<file path="config.mk">
export PLATFORM = sky130hd
export DESIGN_NAME = nes_input_port
export DESIGN_NICKNAME = d
export VERILOG_FILES = /design/src/rtl/nes_input_port.sv
export SDC_FILE = /design/constraint.sdc
export NUM_CORES = 1
export LEC_CHECK = 0
export ABC_AREA = 1
export BUFFER_PORTS_ARGS = -buffer_cell sky130_fd_sc_hd__clkbuf_2
export CAP_MARGIN = 20
export CORE_MARGIN = 1.5
export CORE_UTILIZATION = 60
export DETAILED_ROUTE_END_ITERATION = 12
export PLACE_DENSITY = 0.82
export SLEW_MARGIN = 10
export SYNTH_ARGS = -nofsm -noshare
export SYNTH_HDL_FRONTEND = slang
export SYNTH_SLANG_ARGS = --single-unit
</file>
<file path="constraint.sdc">
create_clock -name clk_i -period 3.8 [get_ports clk_i]
set_input_delay 0.57 -clock clk_i [delete_from_list [all_inputs] [get_ports clk_i]]
set_output_delay 0.57 -clock clk_i [all_outputs]
set_load 0.02 [all_outputs]
</file>
<file path="src/rtl/nes_input_port.sv">
// Controller-port serializer for the NES $4016/$4017 joypad interface.
// It snapshots up to four pads and the Power Pad while strobe is high, then shifts one bit per read pulse.
module nes_input_port #(
  parameter logic       FILL_BIT  = 1'b1,
  parameter logic [7:0] SIG_PORT0 = 8'h10,
  parameter logic [7:0] SIG_PORT1 = 8'h20
) (
  input  logic        clk_i,
  input  logic        reset_n_i,
  input  logic [7:0]  joy0_i,
  input  logic [7:0]  joy1_i,
  input  logic [7:0]  joy2_i,
  input  logic [7:0]  joy3_i,
  input  logic [11:0] powerpad_i,
  input  logic        fourscore_en_i,
  input  logic        powerpad_en_i,
  input  logic        strobe_i,
  input  logic [1:0]  joy_clk_i,
  output logic [3:0]  joy_data_o
);

  logic [7:0]  joy0_q, joy1_q, joy2_q, joy3_q;
  logic [11:0] pp_q;
  logic [4:0]  cnt0_q, cnt0_d, cnt1_q, cnt1_d;
  logic [1:0]  jclk_s_q, jclk_p_q;
  logic [1:0]  fall;
  logic [4:0]  limit;

  assign limit = fourscore_en_i ? 5'd24 : 5'd8;
  assign fall  = jclk_p_q & ~jclk_s_q;

  // Strobe has priority over a read edge in the same cycle; counters saturate at the frame length.
  always_comb begin
    cnt0_d = cnt0_q;
    cnt1_d = cnt1_q;
    if (strobe_i) begin
      cnt0_d = 5'd0;
      cnt1_d = 5'd0;
    end else begin
      if (fall[0] && (cnt0_q < limit)) cnt0_d = cnt0_q + 5'd1;
      if (fall[1] && (cnt1_q < limit)) cnt1_d = cnt1_q + 5'd1;
    end
  end

  always_ff @(posedge clk_i or negedge reset_n_i) begin
    if (!reset_n_i) begin
      joy0_q   <= 8'h00;
      joy1_q   <= 8'h00;
      joy2_q   <= 8'h00;
      joy3_q   <= 8'h00;
      pp_q     <= 12'h000;
      cnt0_q   <= 5'd0;
      cnt1_q   <= 5'd0;
      jclk_s_q <= 2'b00;
      jclk_p_q <= 2'b00;
    end else begin
      jclk_s_q <= joy_clk_i;
      jclk_p_q <= jclk_s_q;
      cnt0_q   <= cnt0_d;
      cnt1_q   <= cnt1_d;
      if (strobe_i) begin
        joy0_q <= joy0_i;
        joy1_q <= joy1_i;
        joy2_q <= joy2_i;
        joy3_q <= joy3_i;
        pp_q   <= powerpad_i;
      end
    end
  end

  // Indices 8..23 only exist in Four Score mode; n[2:0] is the bit within each 8-bit segment.
  function automatic logic pad_bit(input logic [4:0] n, input logic [7:0] lo,
                                   input logic [7:0] hi, input logic [7:0] sig,
                                   input logic fs);
    logic b;
    if (n < 5'd8)              b = lo[n[2:0]];
    else if (fs && n < 5'd16)  b = hi[n[2:0]];
    else if (fs && n < 5'd24)  b = sig[n[2:0]];
    else                       b = FILL_BIT;
    return b;
  endfunction

  logic d3, d4;

  always_comb begin
    d3 = FILL_BIT;
    d4 = FILL_BIT;
    case (cnt1_q)
      5'd0: begin d3 = pp_q[1];  d4 = pp_q[3];  end
      5'd1: begin d3 = pp_q[0];  d4 = pp_q[2];  end
      5'd2: begin d3 = pp_q[4];  d4 = pp_q[11]; end
      5'd3: begin d3 = pp_q[8];  d4 = pp_q[7];  end
      5'd4: d3 = pp_q[5];
      5'd5: d3 = pp_q[9];
      5'd6: d3 = pp_q[10];
      5'd7: d3 = pp_q[6];
      default: ;
    endcase
    if (!powerpad_en_i) begin
      d3 = 1'b0;
      d4 = 1'b0;
    end
  end

  assign joy_data_o = {d4, d3,
                       pad_bit(cnt1_q, joy1_q, joy3_q, SIG_PORT1, fourscore_en_i),
                       pad_bit(cnt0_q, joy0_q, joy2_q, SIG_PORT0, fourscore_en_i)};

endmodule

</file>
# Word level (Yosys, flattened, before mapping)

Memories as Yosys holds them, arrays and structs flattened.
Index checks and enable logic that the tools add are counted.

Flip-flop bits (word level): 58
Bits in read-only memories: 16
Input port bits: 51
Output and inout port bits: 4
Logic and storage cells: 66
Memories kept: 2

Add/subtract/negate cells: 2
$lt $le $gt $ge: 10
Equal/unequal tests: 7
Multiplexer cells: 25
Bitwise operators: 2
Reductions and logical operators: 9

Memories:

| memory           | words | bits a word | read ports | clocked after Yosys merged registers in | write ports | line | source |
|---|---|---|---|---|---|---|---|
| (name not given) | 8     | 1           | 1          | 0                                       | 0           | 78   | `else if (fs && n < 5'd24) b = sig[n[2:0]];` |
| (name not given) | 8     | 1           | 1          | 0                                       | 0           | 78   |  |

Operators by type and width:

| cell                                                 | count |
|---|---|
| two-way mux 5 bit                                    | 5 |
| equality test 5 x 3 -> 1 bit (second input constant) | 4 |
| < comparator 5 bit (second input constant)           | 4 |
| two-way mux 1 bit                                    | 14 |
| binary-select mux 1 bit (select 3 bit)               | 4 |
| adder 5 x 1 -> 5 bit (second input constant)         | 2 |
| equality test 5 x 2 -> 1 bit (second input constant) | 2 |
| < comparator 5 x 4 -> 1 bit (second input constant)  | 2 |
| < comparator 5 bit                                   | 2 |
| < comparator 3 x 4 -> 1 bit (second input constant)  | 2 |
| case mux 1 bit (8 select lines)                      | 1 |
| logical AND 1 bit                                    | 6 |
| equality test 5 x 1 -> 1 bit (second input constant) | 1 |
| logical NOT 5 bit                                    | 1 |
| case mux 1 bit (4 select lines)                      | 1 |
| nonzero test 2 bit                                   | 2 |
| AND 2 bit                                            | 1 |
| NOT 2 bit                                            | 1 |

# Depth between registers and ports, before layout

Gate-level depths: netlist (run 1).

Depth after elaboration: 5
Mapped depth: 13
Gate-level depth less buffers: 10

# Worst setup path after synthesis (run 1)

OpenSTA, ideal clock, no wires.

Kind: register to output
Start point: register cnt1_q[0]
End point: output joy_data_o[2]
Arrival time: 1.486 ns
Required time: 3.230 ns
Slack: 1.744 ns
Cell stages (with the launch flop): 13
Buffers on the path: 3
Path through: dfrtp_1 -> buf_6 -> inv_2 -> buf_6 -> ha_1 -> inv_1 -> nor2_2 -> o21ai_1 -> nand2_1 -> nor2_1 -> nor2_1 -> nor2_1 -> buf_4

Cells in the longest elaborated chain, start to end: 3
Elaborated cells between the ends (all ways): 10
Classes of those cells: eq/ne: 7; mux: 2; reduce/logical: 1

RTL lines:

| what                                                       | line | source |
|---|---|---|
| start, declared                                            | 24   | `logic [4:0] cnt0_q, cnt0_d, cnt1_q, cnt1_d;` |
| start signal, assigned                                     | 60   | `cnt1_q <= cnt1_d;` |
| equality test 5 x 3 -> 1 bit, or another cell as far along | 88   | `case (cnt1_q)` |
| case mux 1 bit (8 select lines) *                          | 88   |  |
| two-way mux 1 bit *                                        | 99   | `if (!powerpad_en_i) begin` |
| end, declared                                              | 19   | `output logic [3:0] joy_data_o` |

Every way passes the cells marked *; elsewhere a longest branch is shown, timed or not.

# Final worst setup path (run 1)

Ends and elaborated chain as after synthesis.

==> results of run 1 <==
==> metrics by stage <==
stage | hold slack (ns) | total power, µW
global route | 0.3098 | 1464
CTS | 0.2683 | 1405
detailed placement | 0.3685 | 889.5
global placement | 0.3662 | 883.0
floorplan | 0.2744 | 821.5
finish | 0.2553 | 1393
==> layout make-up <==
| class | count | area [µm²] |
|---|---|---|
| Clock buffer | 14 | 172.7 |
| Clock inverter | 2 | 10.01 |
| Fill cell | 416 | 1330 |
| Inverter | 44 | 165.2 |
| Multi-Input combinational cell | 267 | 1256 |
| Sequential cell | 58 | 1451 |
| Tap cell | 67 | 83.83 |
| Timing Repair Buffer | 56 | 285.3 |
==> power by group through the flow <==
stage | Combinational (µW) | Clock [µW] | Sequential, µW
after detailed placement | 185 | 0 | 704
after global routing | 217 | 548 | 699
after global placement | 180 | 0 | 703
final | 184 | 515 | 694
after floorplan | 131 | 0 | 691
after CTS | 187 | 525 | 693
==> per-layer routing <==
layer	GRT usage, %	vias to the layer above
met2	35.04	82
met1	37.70	1143
li1	-	1319
met4	13.37	0
met3	5.761	15
met5	0	-
==> sequential cells by signal (all words and copies together) (netlist names) <==
register and count:
joy0_q 8, jclk_s_q 2, joy1_q 8, joy3_q 8
cnt0_q 5, jclk_p_q 2, pp_q 12, joy2_q 8
cnt1_q 5
==> cell families after synthesis <==
group	count (synthesis)	share of synthesized area, %
adder cells (fa/ha/maj)	10	4.186
AO/OA/AOI/OAI	50	8.916
buffers and inverters	63	9.418
flip-flops	58	48.56
AND/OR/NAND/NOR	207	28.92
==> final timing paths <==
kind	startpoint	endpoint	slack, ns	cells past startpoint
worst max-delay path	cnt1_q[0]$_DFFE_PN0P_	joy_data_o[2]	1.16	10
worst min register to register	jclk_s_q[0]$_DFF_PN0_	jclk_p_q[0]$_DFF_PN0_	0.38	0
min in group clk_i	joy_clk_i[0]	jclk_s_q[0]$_DFF_PN0_	0.34	1
worst max register to register	cnt1_q[4]$_DFFE_PN0P_	cnt1_q[3]$_DFFE_PN0P_	2.18	6
worst min-delay path	reset_n_i	joy2_q[6]$_DFFE_PN0P_	0.26	1
max in group asynchronous	reset_n_i	pp_q[2]$_DFFE_PN0P_	2.70	2
==> placed cells by master, fill, tap and decap left out <==
cell	instances
o21ai_1	2
ha_1	10
nor2_4	1
a21oi_1	11
nor3b_1	1
nand3_1	39
inv_2	3
clkinv_2	2
o21ai_0	30
inv_1	41
clkbuf_2	54
a31oi_1	1
clkbuf_8	12
dfrtp_1	58
nand2_1	141
nor2_1	14
a211oi_1	1
o31ai_1	1
nand4_1	3
nor3_1	3
clkbuf_1	2
nor2_2	4
buf_4	2
o211ai_1	4
nor3_2	1
==> results.yml, run 1 <==
outcome:
  status: "completed"
worst_hold_path:
  min-delay-path-class: "input pin to asynchronous set/reset pin"
die:
  dieHeight_um: 73.58
  io-pin-count: 55
  die_w_um: 73.58
  die_area_mm2: 0.005414
  core_mm2: 0.004755
  rows: 25
  start_util_pct: 62.87
logic_synthesis:
  netlist_area_mm2: 0.002989
  synth_nets: 449
  synth_async_sr_flop_share_pct: 100.0
  ys_seq_elements: 58
  synth-edff-count: 0
  synth_warnings: 0
  synth_area_leaders: "dfrtp_1, nand2_1, nand3_1, inv_1, o21ai_0"
  yosysUniqueCellTypes: 25
  syn_avg_cell_area_um2: 7.704
  ys.flop_type: "dfrtp_1"
  synth_commonest_cells: "nand2_1, dfrtp_1, inv_1, nand3_1, o21ai_0"
  ys_seq_area_share_pct: 48.56
  yosys.area.top_type: "dfrtp_1"
  netlist_instances: 388
  synth_top_area_share_pct: 48.56
  synth.most_common_cell: "nand2_1"
global_route:
  gr-total-overflow: 0
  grt_pass1_vias: 2246
  antenna_found_initial: 0
  grt_use_total_pct: 25.56
  grt_pass1_wl_mm: 10.25
  grt_max_degree: 70
routing:
  top_layer: "met4"
  drtAntennaViolNets: 0
  drt_iter0_markers: 213
  wl_mm: 6.078
  met2_length_mm: 2.568
  wl_per_cell_um: 11.96
  wl_met1_mm: 2.985
  post-route-drc-count: 0
  first_pass_iters: 4
  via_count: 2559
  wl_met3_um: 382
  vias_per_cell: 5.037
sta:
  relSlewSlack_pct: 46.57
  finalCritPeriodShare_pct: 69.57
  setup_tns_ns: 0
  rsz0062_at_grt: "no"
  hold_viol_final: 0
  tightest_slew_ns: 0.8006
  setup_viol: 0
  fmax_mhz: 378.3
  maxSlewViolCount: 0
  fin_crit_ns: 2.644
  setup_ws_ns: 1.156
  skew_ns: 0.005700
pwr:
  switching_share_pct: 26.59
  clock_power_share_pct: 36.9
  p_per_area_mw_per_mm2: 406.9
  p_sw_uw: 370.5
  leakagePower_uw: 0.001869
  vdd_ir_drop_max_v: 0.0003252
  p_int_uw: 1023
  power_frac_seq_pct: 49.8
  combPwrFrac_pct: 13.2
cts:
  cts_tree: "done"
  cts_hold_buf: 0
  postCtsSetupBuffers: 0
  clock_latency_ns: 0.33
  clk_pin_slew_ns: 0.07
  numCtsBuffers: 9
  cts.repair.resized: 0
  htree_levels: 3
  clock-sinks: 58
  clockRootBuffer: "clkbuf_8"
  clockBufferDepth: 2
place:
  gp_congestion: 0.9500
  port_buffers: 54
  dp_cells: 492
  placed_area_mm2: 0.003242
  dp_hpwl_mm: 4.326
  place_ws_ns: 1.536
setup_path:
  crit_path_start_kind: "register"
  cp_data_required_time_ns: 3.23
  cpMaxStageDelayCell: "dfrtp_1"
  path_cells: "inv_2 > ha_1 > inv_1 > nor2_2 > o21ai_0 > nand2_1 > nor2_1 > nor2_1 > nor2_1 > clkbuf_2"
  crit_path_end_kind: "primary output"
  path_class: "register to primary output"
  cp_top_family: "flip-flops"
  cp_max_fo: 12
  max_stage_delay_ns: 0.56
  path_common_cell: "nor2_1"
  cp.buffers_inverters: 3
  cp_data_arrival_time_ns: 2.07
run:
  maxCapViolations: 0
final_layout:
  fin_area_mm2: 0.003425
  diodes: 0
  final_nets: 497
  layout-drive-gt1-share_pct: 17.91
  fin_cells: 508
  final_core_util_pct: 72.03
  area_growth_syn_to_layout_pct: 14.57
No activity file was read; power rests on OpenSTA's default activity.
==> run 2, diff against run 1 <==
--- a/config.mk
+++ b/config.mk
@@ -9,9 +9,9 @@
 export BUFFER_PORTS_ARGS = -buffer_cell sky130_fd_sc_hd__clkbuf_2
 export CAP_MARGIN = 20
 export CORE_MARGIN = 1.5
-export CORE_UTILIZATION = 60
+export CORE_UTILIZATION = 55
 export DETAILED_ROUTE_END_ITERATION = 12
-export PLACE_DENSITY = 0.82
+export PLACE_DENSITY = 0.76
 export SLEW_MARGIN = 10
 export SYNTH_ARGS = -nofsm -noshare
 export SYNTH_HDL_FRONTEND = slang
==> constraint.sdc (replaced) <==
create_clock -name clk_i -period 2.6 [get_ports clk_i]
set_input_delay 0.39 -clock clk_i [delete_from_list [all_inputs] [get_ports clk_i]]
set_output_delay 0.39 -clock clk_i [all_outputs]
set_load 0.02 [all_outputs]
==> run 2 against run 1 <==
  * Critical path type unchanged
  * Largest cell class unchanged
  * Worst setup slack lost 0.98 ns
  * Power grew 57%
  * Largest power group unchanged
  * Register-to-register slack lost 1.2 ns
  * Non-clock buffer count grew 2
  * Worst hold slack lost 0.23 ns
==> results.yml, run 2 (same netlist as run 1, synthesis figures left out) <==
outcome:
  status: "completed"
pwr:
  p_per_area_mw_per_mm2: 629.8
  switching_share_pct: 25.27
  vdd_ir_drop_max_v: 0.0003973
  p_sw_uw: 554.0
  combPwrFrac_pct: 12.3
  power_frac_seq_pct: 46.2
  clock_power_share_pct: 41.4
  power.total_uw: 2192
  p_int_uw: 1638
  leakagePower_uw: 0.001890
sta:
  hold_viol_final: 0
  fin_crit_ns: 2.428
  fmax_mhz: 411.8
  relSlewSlack_pct: 60.65
  skew_ns: 0.004174
  rsz0062_at_grt: "no"
  tightest_slew_ns: 0.5903
  maxSlewViolCount: 0
  setup_tns_ns: 0
  finalCritPeriodShare_pct: 93.39
  setup_ws_ns: 0.1718
  setup_viol: 0
die:
  dieHeight_um: 76.72
  start_util_pct: 57.79
  core_mm2: 0.005172
  die_w_um: 76.72
  rows: 26
  die_area_mm2: 0.005886
  io-pin-count: 55
place:
  port_buffers: 54
  placed_area_mm2: 0.003261
  gp_congestion: 0.8681
  dp_hpwl_mm: 4.394
  place_ws_ns: 0.5111
setup_path:
  path_cells: "inv_1 > ha_1 > nand2_1 > inv_1 > o21ai_0 > nand2_1 > nor2_1 > nor2_1 > nor2_1 > clkbuf_2"
  cp_data_arrival_time_ns: 2.04
  path_common_cell: "nor2_1"
  cpMaxStageDelayCell: "dfrtp_1"
  r2r-start: "cnt1_q[4]$_DFFE_PN0P_"
  cp.buffers_inverters: 3
  cp_max_fo: 8
  cp_top_family: "flip-flops"
  cp_data_required_time_ns: 2.21
  max_stage_delay_ns: 0.48
  crit_start: "cnt1_q[1]$_DFFE_PN0P_"
  path_class: "register to primary output"
  crit_path_end_kind: "primary output"
  crit_path_start_kind: "register"
run:
  maxCapViolations: 0
cts:
  cts_hold_buf: 0
  clk_pin_slew_ns: 0.07
  clock_latency_ns: 0.33
  clockRootBuffer: "clkbuf_8"
  cts_tree: "done"
  numCtsBuffers: 9
  htree_levels: 3
  clockBufferDepth: 2
  clock-sinks: 58
final_layout:
  diodes: 0
  final_core_util_pct: 67.30
  fin_area_mm2: 0.003481
  largest_register: "pp_q"
  largest_reg_flops: 12
  area_growth_syn_to_layout_pct: 16.45
  mostFrequentLayoutCells: "nand2_1, dfrtp_1, clkbuf_2"
  layout_commonest_cell: "nand2_1"
  layout-drive-gt1-share_pct: 18.74
  final_nets: 499
routing:
  first_pass_iters: 4
  wl_mm: 6.003
  post-route-drc-count: 0
  via_count: 2578
  vias_per_cell: 5.025
  wl_per_cell_um: 11.70
  drtAntennaViolNets: 0
  drt_iter0_markers: 190
global_route:
  grt_use_total_pct: 23.15
  gr-total-overflow: 0
  grt_max_degree: 70
  grt_pass1_wl_mm: 10.87
  antenna_found_initial: 0
  grt_pass1_vias: 2449
worst_hold_path:
  min-delay-path-class: "input pin to asynchronous set/reset pin"
-- run 2: changes by cell type in the layout (fill, tap and decap cells not counted) --
cell / delta
clkbuf_1: -1
bufinv_16: +2
clkinvlp_4: +1
dfrtp_2: +1
dfrtp_1: -1
buf_4: +2
clkbuf_8: -2
-- run 2: routing by layer --
layer / GRT usage, % / vias up / wire (µm)
met3: 4.048 / 12 / 406
met2: 33.63 / 99 / 2445
met1: 33.39 / 1140 / 3021
li1: - / 1327 / -
met5: 0 / - / 0
met4: 11.48 / 0 / 129
-- run 2: worst paths after layout --
path,endpoint,slack [ns],cells past startpoint
max reg2reg,cnt1_q[3]$_DFFE_PN0P_,0.95,6
max in group asynchronous,cnt1_q[0]$_DFFE_PN0P_,2.13,2
min in group clk_i,jclk_s_q[0]$_DFF_PN0_,0.17,1
min reg2reg,jclk_p_q[0]$_DFF_PN0_,0.39,0
min,joy2_q[6]$_DFFE_PN0P_,0.03,2
max,joy_data_o[2],0.17,10
-- run 2: area by class of cell --
cell class,instances,area (µm²)
fillers,449,1692
inverters,44,165.2
clock buffers,11,141.4
flip-flops and latches,58,1453
repair buffers,58,300.3
multi-input cells,267,1256
clock inverters,5,77.57
well taps,70,87.58
-- run 2: through the flow --
step / std cells / hold slack [ns]
after floorplan: 388 / 0.09441
after global placement: 497 / 0.3725
after detailed placement: 497 / 0.3676
after CTS: 513 / 0.03189
after global routing: 513 / 0.05373
final: 513 / 0.02955
-- run 2: repair_timing --
item	4_1_cts	5_1_grt
hold endpoints to repair	0	0
resized for setup	0	1
setup buffers	0	0
setup endpoints to repair	0	1
-- run 2: power groups by stage --
stage	Sequential [µW]	Combinational (µW)	Clock, µW
after global placement	1030	266	0
after CTS	1010	274	920
after global routing	1020	320	960
after detailed placement	1030	272	0
final	1010	271	908
after floorplan	1010	191	0
==> run 3, diff against run 2 <==
--- a/config.mk
+++ b/config.mk
@@ -12,6 +12,7 @@
 export CORE_UTILIZATION = 55
 export DETAILED_ROUTE_END_ITERATION = 12
 export PLACE_DENSITY = 0.76
+export RECOVER_POWER = 100
 export SLEW_MARGIN = 10
 export SYNTH_ARGS = -nofsm -noshare
 export SYNTH_HDL_FRONTEND = slang
==> run 3 against run 2 <==
  * First-iteration DRC count increased by 13%
  * Worst setup slack improved by 0.022 ns
  * Power decreased by 0.16%
  * Sequential share of layout area increased by 0.21 points
  * Final cell count unchanged
  * Count of clock-buffer cells in the layout unchanged
  * Wire length decreased by 0.42%
  * The flow now finishes with violations (max-capacitance violations, max-slew violations)
  * Global-route usage unchanged
  * Combinational power about the same
  * Maximum frequency increased by 0.91%
  * Clock power about the same
==> results.yml, run 3 (same netlist as run 1, synthesis figures left out) <==
outcome:
  status: "complete, but fails checks"
  violations: "max-capacitance violations, max-slew violations"
die:
  io-pin-count: 55
  start_util_pct: 57.79
  die_area_mm2: 0.005886
  die_w_um: 76.72
  dieHeight_um: 76.72
  core_mm2: 0.005172
  rows: 26
final_layout:
  regArea_mm2: 0.001453
  fill_cells: 457
  area_growth_syn_to_layout_pct: 15.86
  layout-drive-gt1-share_pct: 17.38
  final_nets: 499
  fin_area_mm2: 0.003463
  multi_input_area_mm2: 0.001251
  largest_register: "pp_q"
  diodes: 0
  mostFrequentLayoutCells: "nand2_1, dfrtp_1, clkbuf_2"
  layout_commonest_cell: "nand2_1"
  largest_reg_flops: 12
worst_hold_path:
  hp-start: "joy_clk_i[0]"
  min-delay-path-class: "input pin to register"
  holdPathEnd: "jclk_s_q[0]$_DFF_PN0_"
  hold_depth: 1
routing:
  wl_mm: 5.978
  via_count: 2546
  wl_per_cell_um: 11.65
  vias_per_cell: 4.963
  first_pass_iters: 4
  drt_iter0_markers: 215
  post-route-drc-count: 0
  drtAntennaViolNets: 0
sta:
  maxSlewViolCount: 39
  hold_viol_final: 0
  setup_tns_ns: 0
  tightest_slew_ns: 1.955
  finalCritPeriodShare_pct: 92.55
  skew_ns: 0.003810
  rsz0062_at_grt: "no"
  fin_crit_ns: 2.406
  relSlewSlack_pct: -30.31
  setup_viol: 0
  fmax_mhz: 415.6
setup_path:
  r2r_slack_ns: 0.89
  path_class: "register to primary output"
  cp_max_fo: 8
  reg2reg_to: "cnt1_q[3]$_DFFE_PN0P_"
  cp_data_required_time_ns: 2.21
  cp_data_arrival_time_ns: 2.02
  r2r-start: "cnt1_q[4]$_DFFE_PN0P_"
  crit_path_start_kind: "register"
  r2r_cells: 6
  crit_path_end_kind: "primary output"
place:
  placed_area_mm2: 0.003261
  port_buffers: 54
  gp_congestion: 0.8681
  dp_hpwl_mm: 4.394
global_route:
  grt_pass1_wl_mm: 10.87
  antenna_found_initial: 0
  gr-total-overflow: 0
  grt_max_degree: 70
  grt_use_total_pct: 23.15
  grt_pass1_vias: 2449
pwr:
  vdd_ir_drop_max_v: 0.0003977
  p_per_area_mw_per_mm2: 632.0
  leakagePower_uw: 0.001874
cts:
  htree_levels: 3
  clk_pin_slew_ns: 0.06
  postCtsSetupBuffers: 0
  clockRootBuffer: "clkbuf_8"
  clockBufferDepth: 2
  clock-sinks: 58
  clock_latency_ns: 0.33
  numCtsBuffers: 9
  cts_tree: "done"
run:
  maxCapViolations: 1
run 3: cell count changes in the layout (fill, tap and decap cells not counted), sizes merged:
cell,delta
clkbuf,+3
buf,-3
run 3: layout make-up:
type                       count  share of cell area [%]
tap                           70                   2.529
timing repair buffer          58                   8.309
inverter                      44                   4.769
sequential                    58                   41.94
clock buffer                  11                   4.082
multi-input combinational    267                   36.13
clock inverter                 5                   2.240
run 3: worst max path at each step:
stage | slack, ns | cells after the start | startpoint | to
2_1_floorplan | 0.72 | 12 | cnt1_q[0]$_DFFE_PN0P_ | joy_data_o[2]
3_3_place_gp | 0.56 | 10 | cnt1_q[0]$_DFFE_PN0P_ | joy_data_o[2]
3_5_place_dp | 0.51 | 10 | cnt1_q[0]$_DFFE_PN0P_ | joy_data_o[2]
4_1_cts | 0.15 | 10 | cnt1_q[0]$_DFFE_PN0P_ | joy_data_o[2]
5_1_grt | 0.01 | 11 | cnt1_q[1]$_DFFE_PN0P_ | joy_data_o[2]
6_report | 0.19 | 10 | cnt1_q[1]$_DFFE_PN0P_ | joy_data_o[2]
run 3: routing by layer:
metal | track usage (%) | vias to the layer above | part of all wire, %
met5 | 0 | - | 0
met4 | 11.48 | 0 | 2.2
met3 | 4.048 | 12 | 6.5
met2 | 33.63 | 87 | 41
met1 | 33.39 | 1123 | 50
li1 | - | 1324 | -
run 3: worst max-delay path: stages (launching register included):
cell and delay (ns):
dfrtp_1 0.47, inv_1 0.19, ha_1 0.25, nand2_1 0.10, inv_1 0.06, o21ai_0 0.18
nand2_1 0.08, nor2_1 0.08, nor2_1 0.05, nor2_1 0.07, clkbuf_2 0.17
run 3: power by group:
| part | internal [µW] | leakage [µW] | switching [µW] |
|---|---|---|---|
| combinational | 103 | 0.00105 | 165 |
| sequential | 971 | 0.000718 | 42.5 |
| clock | 562 | 0.000109 | 345 |
| total | 1640 | 0.00187 | 553 |
run 3: metrics by stage:
stage | utilization, % | worst slack (ns) | hold slack (ns) | power (µW) | std cells
after floorplan | - | 0.7240 | 0.09441 | 1201 | 388
final | 66.96 | 0.1938 | 0.1666 | 2189 | 513
after detailed placement | 63.04 | 0.5111 | 0.3676 | 1302 | 497
after global placement | 63.04 | 0.5598 | 0.3725 | 1295 | 497
after CTS | 67.27 | 0.1550 | 0.03189 | 2207 | 513
after global routing | 66.96 | 0.009876 | 0.1628 | 2299 | 513
run 3: repair_timing:
action | 4_1_cts | 5_1_grt
setup endpoints to repair | 0 | 1
hold buffers | 0 | 0
resized for setup | 0 | 1
